## src/rtl/pad_draw_fsm.sv

```systemverilog
// rtl/pad_draw_fsm.sv - paddle renderer: clears the framebuffer, draws a paddle and moves it on button ticks
// Every output is registered from the current state, so a write becomes visible one cycle after it is issued.
module pad_draw_fsm #(
  parameter int SCREEN_X    = 160,
  parameter int SCREEN_Y    = 120,
  parameter int PAD_W       = 16,
  parameter int PAD_H       = 4,
  parameter int PAD_Y       = 112,
  parameter int STEP        = 4,
  parameter int TICK_CYCLES = 416667,
  parameter logic [2:0] BG_COLOR  = 3'b000,
  parameter logic [2:0] PAD_COLOR = 3'b111
) (
  input  logic        clk,
  input  logic        rst,
  input  logic        btn_r,
  input  logic        btn_l,
  output logic [14:0] mem_px_addr,
  output logic [2:0]  mem_px_data,
  output logic        px_wr,
  output logic        frame_ready,
  output logic [7:0]  pad_x
);

  localparam int NPIX  = SCREEN_X * SCREEN_Y;
  localparam int MAX_X = SCREEN_X - PAD_W;
  localparam int TW    = (TICK_CYCLES > 1) ? $clog2(TICK_CYCLES) : 1;
  localparam logic [7:0] HOME_X = 8'((SCREEN_X - PAD_W) / 2);

  typedef enum logic [1:0] {CLEAR, DRAW, IDLE, ERASE} state_t;

  state_t      state, state_n;
  logic [14:0] clr_cnt, clr_cnt_n;
  logic [7:0]  row, row_n, col, col_n;
  logic [7:0]  pad_x_n, new_x, new_x_n;
  logic [14:0] addr_n;
  logic [2:0]  data_n;
  logic        wr_n, ready_n;

  logic        r_s1, r_s2, l_s1, l_s2;
  logic [TW-1:0] tick_cnt;
  logic        tick;

  logic [14:0] rect_addr;
  logic        rect_last;
  int          right_x, left_x;
  logic [7:0]  target_x;

  always_ff @(posedge clk) begin
    if (rst) begin
      r_s1 <= 1'b0;
      r_s2 <= 1'b0;
      l_s1 <= 1'b0;
      l_s2 <= 1'b0;
    end else begin
      r_s1 <= btn_r;
      r_s2 <= r_s1;
      l_s1 <= btn_l;
      l_s2 <= l_s1;
    end
  end

  assign tick = (tick_cnt == TW'(TICK_CYCLES - 1));

  always_ff @(posedge clk) begin
    if (rst || tick) tick_cnt <= '0;
    else             tick_cnt <= tick_cnt + 1'b1;
  end

  // Left move clamps before subtracting so pad_x never underflows.
  always_comb begin
    rect_addr = 15'((PAD_Y + int'(row)) * SCREEN_X + int'(pad_x) + int'(col));
    rect_last = (col == 8'(PAD_W - 1)) && (row == 8'(PAD_H - 1));
    right_x   = int'(pad_x) + STEP;
    if (right_x > MAX_X) right_x = MAX_X;
    left_x    = (int'(pad_x) < STEP) ? 0 : int'(pad_x) - STEP;
    target_x  = pad_x;
    if (r_s2 && !l_s2)      target_x = 8'(right_x);
    else if (l_s2 && !r_s2) target_x = 8'(left_x);
  end

  always_comb begin
    state_n   = state;
    clr_cnt_n = clr_cnt;
    row_n     = row;
    col_n     = col;
    pad_x_n   = pad_x;
    new_x_n   = new_x;
    wr_n      = 1'b0;
    addr_n    = mem_px_addr;
    data_n    = mem_px_data;
    ready_n   = 1'b0;

    if (state == DRAW || state == ERASE) begin
      if (col == 8'(PAD_W - 1)) begin
        col_n = '0;
        row_n = row + 1'b1;
      end else begin
        col_n = col + 1'b1;
      end
    end

    case (state)
      CLEAR: begin
        wr_n   = 1'b1;
        addr_n = clr_cnt;
        data_n = BG_COLOR;
        if (clr_cnt == 15'(NPIX - 1)) begin
          clr_cnt_n = '0;
          row_n     = '0;
          col_n     = '0;
          state_n   = DRAW;
        end else begin
          clr_cnt_n = clr_cnt + 1'b1;
        end
      end
      DRAW: begin
        wr_n   = 1'b1;
        addr_n = rect_addr;
        data_n = PAD_COLOR;
        if (rect_last) begin
          row_n   = '0;
          col_n   = '0;
          state_n = IDLE;
        end
      end
      IDLE: begin
        ready_n = 1'b1;
        if (tick && (target_x != pad_x)) begin
          new_x_n = target_x;
          row_n   = '0;
          col_n   = '0;
          ready_n = 1'b0;
          state_n = ERASE;
        end
      end
      ERASE: begin
        wr_n   = 1'b1;
        addr_n = rect_addr;
        data_n = BG_COLOR;
        if (rect_last) begin
          row_n   = '0;
          col_n   = '0;
          pad_x_n = new_x;
          state_n = DRAW;
        end
      end
      default: state_n = CLEAR;
    endcase
  end

  always_ff @(posedge clk) begin
    if (rst) begin
      state       <= CLEAR;
      clr_cnt     <= '0;
      row         <= '0;
      col         <= '0;
      pad_x       <= HOME_X;
      new_x       <= HOME_X;
      px_wr       <= 1'b0;
      mem_px_addr <= '0;
      mem_px_data <= '0;
      frame_ready <= 1'b0;
    end else begin
      state       <= state_n;
      clr_cnt     <= clr_cnt_n;
      row         <= row_n;
      col         <= col_n;
      pad_x       <= pad_x_n;
      new_x       <= new_x_n;
      px_wr       <= wr_n;
      mem_px_addr <= addr_n;
      mem_px_data <= data_n;
      frame_ready <= ready_n;
    end
  end

endmodule
```

## config.mk

```make
export PLATFORM = sky130hd
export DESIGN_NAME = pad_draw_fsm
export DESIGN_NICKNAME = d
export VERILOG_FILES = /design/src/rtl/pad_draw_fsm.sv
export SDC_FILE = /design/constraint.sdc
export NUM_CORES = 1
export LEC_CHECK = 0
export CAP_MARGIN = 20
export CORE_ASPECT_RATIO = 0.8
export CORE_MARGIN = 2
export CORE_UTILIZATION = 34
export CTS_CLUSTER_DIAMETER = 60
export DETAILED_ROUTE_END_ITERATION = 16
export PLACE_DENSITY_LB_ADDON = 0.25
export SLEW_MARGIN = 5
export SYNTH_ARGS = -nofsm -noshare
export SYNTH_HDL_FRONTEND = slang
export SYNTH_SLANG_ARGS = --single-unit
```

## constraint.sdc

```tcl
create_clock -name clk -period 6.35 [get_ports clk]
set_input_delay 1.27 -clock clk [delete_from_list [all_inputs] [get_ports clk]]
set_output_delay 1.27 -clock clk [all_outputs]
set_load 0.05 [all_outputs]
```

==> impl_metrics.ini, run 1 <==
[timing]
rsz0062_at_grt = false
worst_slew_pin_slew_ps = 935.1
hold_viol = 0
slew_headroom = 0.3743
skew_ps = 5.399
setup_viol = 0
slew_viol_final = 0
min_period_ps = 3310
post-route-period-util = 0.5212
max_freq_ghz = 0.3021
setup_tns_ps = 0

[cells_and_area]
synthToLayoutAreaGrowth_pct = 14.75
final_area_sq_um = 6257
ff_latch_area_sq_um = 1802
finalNonFillerCells = 876
multi_input_area_sq_um = 3410
drive_gt1_frac = 0.05749
antennaDiodeCount = 0
nets = 708
fill_cells = 1586

[die]
die_h_microns = 117.3
die_w_microns = 145.6
core_area_sq_um = 15750
die-area_sq_um = 17070
start_util = 0.3462
rows = 41
io_pins = 32

[synthesis]
yosys.area.top_type = dfxtp_1
synthArstFlopShare = 0
syn_inst = 639
synthTopCellsByArea = dfxtp_1 (33%), ha_1 (9.9%), nor2_1 (6.4%)
synth_edf_count = 0
synth.avg_cell_area_sq_um = 8.533
netlist_area_sq_um = 5453
synth_cell_types = 67
synth_top_area_share = 0.3304
syn-num-nets = 691
synthFlopType = dfxtp_1
ys_seq_area_frac = 0.3304
yosysWarnings = 0
ys_seq_elements = 90

[setup_path]
crit_path_end_kind = output pin
cp_data_required_time_ps = 5080
critPathLaunch = pad_x[6]
crit_type = reg -> out
crit_family = buffers and inverters
path_depth = 1
critPathMaxFanout = 14
cp_cell_sequence = clkdlybuf4s50_1
worstSetupEndpoint = pad_x[6]
slowest_delay_ps = 930
cp_slowest_cell = clkdlybuf4s50_1
cp.arrival_ps = 2040
r2r-end = row[7]
rrSetupSlack_ps = 3150
start_kind = flip-flop
critPathBufInv = 1
r2r_cells = 8
r2r_start = pad_x[2]

[clock_tree]
cts_max_level = 3
clk_path_buf_depth = 2
cts_tree = built
cts-resized-gates = 0
numCtsBuffers = 9
cts_root_buffer = clkbuf_16
clk_pin_slew_ps = 70
clock-sinks = 90
postCtsHoldBufs = 0
insertion_delay_ps = 350
post_cts_buffers = 0

[place]
place_congestion = 0.9283
numPortBuffers = 31
place_hpwl_microns = 9056
placed_area_sq_um = 5906
dp_cells = 860

[routing]
avgRoutedWirePerCell_microns = 14.13
drc = 0
routed_wl_microns = 12380
ant_nets = 0
first_pass_iters = 5
vias = 4423
drtIter0Drc = 216
viasPerCell = 5.049

[run]
max_cap_violations = 0

[power]
leakagePower_nw = 2.458
p_per_area_nw_per_um2 = 248.3
p_int_mw = 1.083
sequentialPowerShare = 0.402
power_switching_mw = 0.4705
sw_frac_of_total = 0.3028
totalPowerFinal_mw = 1.554
p_comb_frac = 0.190
pwr-share-clk = 0.408
ir_worst_vdd_mv = 0.1489

[global_route]
antenna_found_initial = 0
grt_max_degree = 50
gr-total-overflow = 0
grt_util_all_layers = 0.1522
grt_pass1_vias = 4211
grt_pass1_wl_microns = 20910

[worst_hold_path]
min_path_type = reg -> reg

[run_status]
status = complete, no violations
==> through the flow <==
| step | setup WS, ps | hold WS (ps) | util |
|---|---|---|---|
| 3_5_place_dp | 3194 | 441.1 | 0.3750 |
| 4_1_cts | 3020 | 455.4 | 0.3973 |
| 2_1_floorplan | 3227 | 413.8 | - |
| 5_1_grt | 2948 | 468.9 | 0.3973 |
| 6_report | 3040 | 445.2 | 0.3973 |
| 3_3_place_gp | 3194 | 440.4 | 0.3750 |
==> layer usage <==
layer  share of wire  up-vias  wire length (microns)  global-route usage
met4           0.019        0                    233             0.06405
met3           0.043       15                    527             0.02364
met5               0        -                      0                   0
li1                -     2256                      -                   -
met1            0.53     2039                   6514              0.2177
met2            0.41      113                   5107              0.2294
==> worst min-delay path by stage <==
stage	slack, ps	startpoint	cells after the start	to
5_1_grt	470	l_s1	1	l_s2
3_3_place_gp	440	l_s1	1	l_s2
3_5_place_dp	440	r_s1	1	r_s2
4_1_cts	460	r_s1	1	r_s2
6_report	450	l_s1	1	l_s2
2_1_floorplan	410	l_s1	1	l_s2
==> area by class of cell <==
| class | count | area share |
|---|---|---|
| tap | 215 | 0.04299 |
| clock inverter | 7 | 0.02020 |
| sequential | 90 | 0.2879 |
| inverter | 28 | 0.01680 |
| timing repair buffer | 33 | 0.05119 |
| clock buffer | 9 | 0.03599 |
| multi-input combinational | 494 | 0.5449 |
==> cell usage after synthesis, types with 6 or more instances <==
master	number
a211o_1	6
a211oi_1	8
a21o_1	7
a21oi_1	38
and2_1	6
and3_1	10
buf_4	6
clkbuf_1	13
dfxtp_1	90
ha_1	43
inv_1	28
mux2i_1	10
nand2_1	50
nand3_1	20
nand4_1	12
nor2_1	93
nor2b_1	10
nor3_1	9
nor4_1	6
o21ai_0	18
or3_1	6
xnor2_1	34
xor2_1	32
==> power by group through the flow <==
| stage | registers (mW) | logic, mW | clock network [mW] |
|---|---|---|---|
| floorplan | 0.693 | 0.159 | 0 |
| global placement | 0.636 | 0.294 | 0 |
| detailed placement | 0.637 | 0.296 | 0 |
| CTS | 0.625 | 0.297 | 0.643 |
| global route | 0.629 | 0.321 | 0.667 |
| finish | 0.625 | 0.295 | 0.634 |
==> cell families (layout without fill, tap and decap cells) <==
logic type	count (synthesis)	count (layout)	synth area share
multiplexers	11	11	0.02042
flip-flops	90	90	0.3304
AO/OA/AOI/OAI	113	113	0.1457
AND/OR/NAND/NOR	255	255	0.2331
XOR/XNOR	67	67	0.1090
adder cells (fa/ha/maj)	48	48	0.1170
buffers and inverters	55	77	0.04428
==> registers in the layout, summed over array words and instances (netlist names) <==
| signal | count |
|---|---|
| col | 8 |
| r_s1 | 1 |
| tick_cnt | 19 |
| pad_x | 8 |
| state | 2 |
| new_x | 8 |
| row | 8 |
| mem_px_data | 1 |
| clr_cnt | 15 |
| l_s2 | 1 |
| frame_ready | 1 |
| l_s1 | 1 |
| r_s2 | 1 |
| mem_px_addr | 15 |
| px_wr | 1 |
==> cells in the final DEF (no fill, tap or decap), drive strengths merged, types with 7 or more instances in the layout <==
cell type      instances
nor2                  94
dfxtp                 90
nand2                 50
ha                    43
a21oi                 39
xnor2                 35
xor2                  32
clkdlybuf4s50         30
inv                   29
nand3                 21
o21ai                 21
nand4                 12
and3                  10
nor2b                 10
mux2i                 10
nor3                   9
clkbuf                 9
a211oi                 9
a21o                   7
nand2b                 7
No activity file was read; power rests on OpenSTA's default activity.
==> run 2, diff against run 1 <==
clock period = 3.2 ns   (was 6.35 ns; I/O delays follow)
==> impl_metrics.ini, run 2 (synthesized netlist as in run 1, its figures left out) <==
[setup_path]
crit_type = reg -> reg
cp.arrival_ps = 3310
critPathMaxFanout = 5
start_kind = flip-flop
cp_data_required_time_ps = 3480
r2r-end = mem_px_addr[13]
r2r_start = row[4]
rrSetupSlack_ps = 170
r2r_cells = 12
crit_path_end_kind = flip-flop

[routing]
vias = 4442
routed_wl_microns = 12620
drtIter0Drc = 281
avgRoutedWirePerCell_microns = 14.09
ant_nets = 0
viasPerCell = 4.958
first_pass_iters = 4
drc = 0

[die]
io_pins = 32
rows = 41
die_w_microns = 145.6
die_h_microns = 117.3
core_area_sq_um = 15750
die-area_sq_um = 17070
start_util = 0.3462

[worst_hold_path]
holdPathEnd = l_s2
min_from = l_s1
hold_path_depth = 1
min_path_type = reg -> reg

[power]
ir_worst_vdd_mv = 0.2657
p_per_area_nw_per_um2 = 458.7
pwr-share-clk = 0.371
leakagePower_nw = 2.541
sw_frac_of_total = 0.3142
sequentialPowerShare = 0.423
p_comb_frac = 0.206
power_switching_mw = 0.9206
p_int_mw = 2.009

[global_route]
grt_max_degree = 38
grt_util_all_layers = 0.1527
gr-total-overflow = 0
grt_pass1_wl_microns = 20870
grt_pass1_vias = 4336
antenna_found_initial = 0

[clock_tree]
clock-sinks = 90
clk_pin_slew_ps = 70
post_cts_buffers = 0
cts_tree = built
cts_max_level = 3
clk_path_buf_depth = 2
insertion_delay_ps = 350
postCtsHoldBufs = 0
cts_root_buffer = clkbuf_16
numCtsBuffers = 9

[timing]
rsz0062_at_grt = false
min_period_ps = 3027
postLayoutSetupSlackWorst_ps = 173.5
hold_viol = 0
setup_tns_ps = 0
worst_slew_pin_slew_ps = 770.3
slew_headroom = 0.4817
max_freq_ghz = 0.3304
skew_ps = 6.599
slew_viol_final = 0
post-route-period-util = 0.9458
whs_ps = 438.0
setup_viol = 0

[cells_and_area]
synthToLayoutAreaGrowth_pct = 17.14
top_regs = tick_cnt (19), clr_cnt (15), mem_px_addr (15)
fill_cells = 1593
drive_gt1_frac = 0.08664
nets = 728
antennaDiodeCount = 0
final_area_sq_um = 6387
final_cell_mix = nor2_1 (93), dfxtp_1 (89), nand2_1 (50)
regMostFlops = tick_cnt
finalNonFillerCells = 896
layout_commonest_cell = nor2_1
largest_reg_flops = 19

[place]
placed_area_sq_um = 6048
numPortBuffers = 31
dp_cells = 879
dp_slack_ps = 147.9
place_congestion = 0.8774
place_hpwl_microns = 9470

[run]
max_cap_violations = 0

[run_status]
status = complete, no violations
-- run 2: final cells by class --
cell class / instances / area [sq um] / share of cell area
multi-input cells: 494 / 3417 / 0.5350
flip-flops and latches: 90 / 1803 / 0.2823
repair buffers: 53 / 490.5 / 0.07679
well taps: 215 / 269.0 / 0.04212
clock buffers: 10 / 229.0 / 0.03585
inverters: 28 / 105.1 / 0.01645
clock inverters: 6 / 73.82 / 0.01156
-- run 2: power groups by stage --
stage / combinational [mW] / sequential, mW / clock [mW]
after global placement: 0.600 / 1.26 / 0
after detailed placement: 0.599 / 1.26 / 0
after global routing: 0.653 / 1.25 / 1.16
final: 0.604 / 1.24 / 1.09
after floorplan: 0.316 / 1.38 / 0
after CTS: 0.602 / 1.24 / 1.12
-- run 2: worst max path at each step --
stage                     depth (start not counted)         endpoint      from
after global placement                           12  mem_px_addr[13]    row[4]
after detailed placement                         12  mem_px_addr[13]    row[4]
after global routing                             12  mem_px_addr[13]    row[5]
after CTS                                        12  mem_px_addr[13]    row[4]
after floorplan                                  11  mem_px_addr[13]  pad_x[1]
final                                            12  mem_px_addr[13]    row[4]
-- run 2: what timing repair did --
action,in CTS,in global routing
setup endpoints to repair,0,1
gates resized for setup,0,3
hold endpoints to repair,0,0
-- run 2: worst max-delay path, cell delays in order (launching register included) --
cell and delay, ps:
dfxtp_2 380, inv_1 110, ha_1 290, inv_1 50, ha_1 280, ha_1 360
a21oi_1 250, o21bai_1 100, a21oi_1 180, xnor2_1 110, or3_1 380, a311o_1 350
a21oi_1 130
-- run 2: metrics by stage --
step | utilization | total power, mW
3_3_place_gp | 0.3840 | 1.860
4_1_cts | 0.4033 | 2.960
3_5_place_dp | 0.3840 | 1.863
5_1_grt | 0.4056 | 3.064
2_1_floorplan | - | 1.691
6_report | 0.4056 | 2.930
-- run 2: layer usage --
metal  GRT usage  up-vias  wire, microns
li1            -     2293              -
met1      0.2094     2058           6650
met2      0.2370       77           5276
met3     0.03798       14            490
met4     0.05098        0            204
met5           0        -              0
==> run 3, diff against run 2 <==
ABC_CLOCK_PERIOD_IN_PS = 3200   (was unset)
REMOVE_ABC_BUFFERS = 1   (was unset)
==> impl_metrics.ini, run 3 (synthesized netlist as in run 1, its figures left out) <==
[place]
numPortBuffers = 31
dp_cells = 876
placed_area_sq_um = 6026
place_hpwl_microns = 9178
place_congestion = 0.8805

[die]
io_pins = 32
die_w_microns = 145.6
die-area_sq_um = 17070
start_util = 0.3462
core_area_sq_um = 15750
die_h_microns = 117.3
rows = 41

[global_route]
grt_pass1_vias = 4268
antenna_found_initial = 0
grt_util_all_layers = 0.1476
gr-total-overflow = 0
grt_max_degree = 26
grt_pass1_wl_microns = 20680

[cells_and_area]
final_cell_mix = nor2_1 (93), dfxtp_1 (88), nand2_1 (50)
regMostFlops = tick_cnt
top_regs = tick_cnt (19), clr_cnt (15), mem_px_addr (15)
final_area_sq_um = 6312
drive_gt1_frac = 0.08272
largest_reg_flops = 19
synthToLayoutAreaGrowth_pct = 15.76
nets = 724
layout_commonest_cell = nor2_1
final_util = 0.4008
antennaDiodeCount = 0
finalNonFillerCells = 892

[timing]
max_freq_ghz = 0.3362
setup_viol = 0
whs_ps = 440.4
min_period_ps = 2974
setup_tns_ps = 0
post-route-period-util = 0.9295
worst_slew_pin_slew_ps = 770.3
rsz0062_at_grt = false
slew_viol_final = 0
slew_headroom = 0.4865
hold_viol = 0
skew_ps = 11.45

[setup_path]
r2r-end = mem_px_addr[13]
cp_common_cell = ha_1
cp_slowest_cell = dfxtp_2
crit_type = reg -> reg
cp_cell_sequence = inv_1 -> ha_1 -> inv_1 -> ha_1 -> ha_1 -> a21o_1 -> a21oi_2 -> xnor2_1 -> nand2_1 -> or3_1 -> a311o_1 -> a21oi_1
cp_data_required_time_ps = 3470
path_depth = 12
crit_family = adder cells
slowest_delay_ps = 370
crit_path_end_kind = flip-flop
worstSetupEndpoint = mem_px_addr[13]
critPathBufInv = 2
r2r_cells = 12
cp.arrival_ps = 3240
critPathLaunch = row[4]
start_kind = flip-flop
critPathMaxFanout = 5
r2r_start = row[4]
rrSetupSlack_ps = 230

[clock_tree]
cts_root_buffer = clkbuf_16
cts_tree = built
cts_max_level = 3
numCtsBuffers = 9
clock-sinks = 90
post_cts_buffers = 0
clk_pin_slew_ps = 70
clk_path_buf_depth = 2
insertion_delay_ps = 350

[routing]
ant_nets = 0
drtIter0Drc = 242
first_pass_iters = 4
routed_wl_microns = 12200
viasPerCell = 5.066
avgRoutedWirePerCell_microns = 13.67
drc = 0
vias = 4519

[power]
ir_worst_vdd_mv = 0.2736
p_per_area_nw_per_um2 = 450.5
leakagePower_nw = 2.505

[run_status]
status = complete, no violations

[run]
max_cap_violations = 0

[worst_hold_path]
min_path_type = reg -> reg
## run 3: what timing repair did
item                       CTS  global route
resized for setup            0             4
setup endpoints to repair    0             1
hold buffers                 0             0
## run 3: area by class of cell
class | instances | area (sq um)
inverters | 28 | 105.1
clock inverters | 5 | 37.54
flip-flops and latches | 90 | 1804
clock buffers | 11 | 242.7
well taps | 215 | 269.0
repair buffers | 49 | 440.4
fillers | 1594 | 9437
multi-input cells | 494 | 3413
## run 3: power by group
group / switching (mW) / total [mW] / internal (mW) / leakage (nW)
Combinational: 0.394 / 0.602 / 0.208 / 1.64
Sequential: 0.0528 / 1.24 / 1.18 / 0.729
Clock: 0.454 / 1.00 / 0.551 / 0.132
## run 3: how the worst min path moves through the flow
| stage | startpoint | endpoint | slack [ps] | cells past startpoint |
|---|---|---|---|---|
| after global routing | r_s1 | r_s2 | 450 | 1 |
| after floorplan | l_s1 | l_s2 | 410 | 1 |
| final | r_s1 | r_s2 | 440 | 1 |
| after global placement | l_s1 | l_s2 | 420 | 1 |
| after detailed placement | l_s1 | l_s2 | 430 | 1 |
| after CTS | l_s1 | l_s2 | 440 | 1 |
## run 3: worst register-to-register path: stages, from the launching register on
cell	delay [ps]
dfxtp_2	370
inv_1	110
ha_1	290
inv_1	50
ha_1	270
ha_1	340
a21o_1	190
a21oi_2	180
xnor2_1	190
nand2_1	120
or3_1	310
a311o_1	350
a21oi_1	140
## run 3: metal layers
layer / vias to the layer above / track usage / part of all wire
met1: 2128 / 0.2050 / 0.52
met4: 0 / 0.04379 / 0.0084
met5: - / 0 / 0
li1: 2295 / - / -
met2: 87 / 0.2313 / 0.44
met3: 9 / 0.03333 / 0.038
## run 3: metrics by stage
stage / power [mW] / worst slack (ps)
floorplan: 1.665 / 58.79
global placement: 1.860 / 254.7
detailed placement: 1.865 / 141.8
CTS: 2.886 / 110.2
global route: 2.981 / 35.07
finish: 2.844 / 225.6
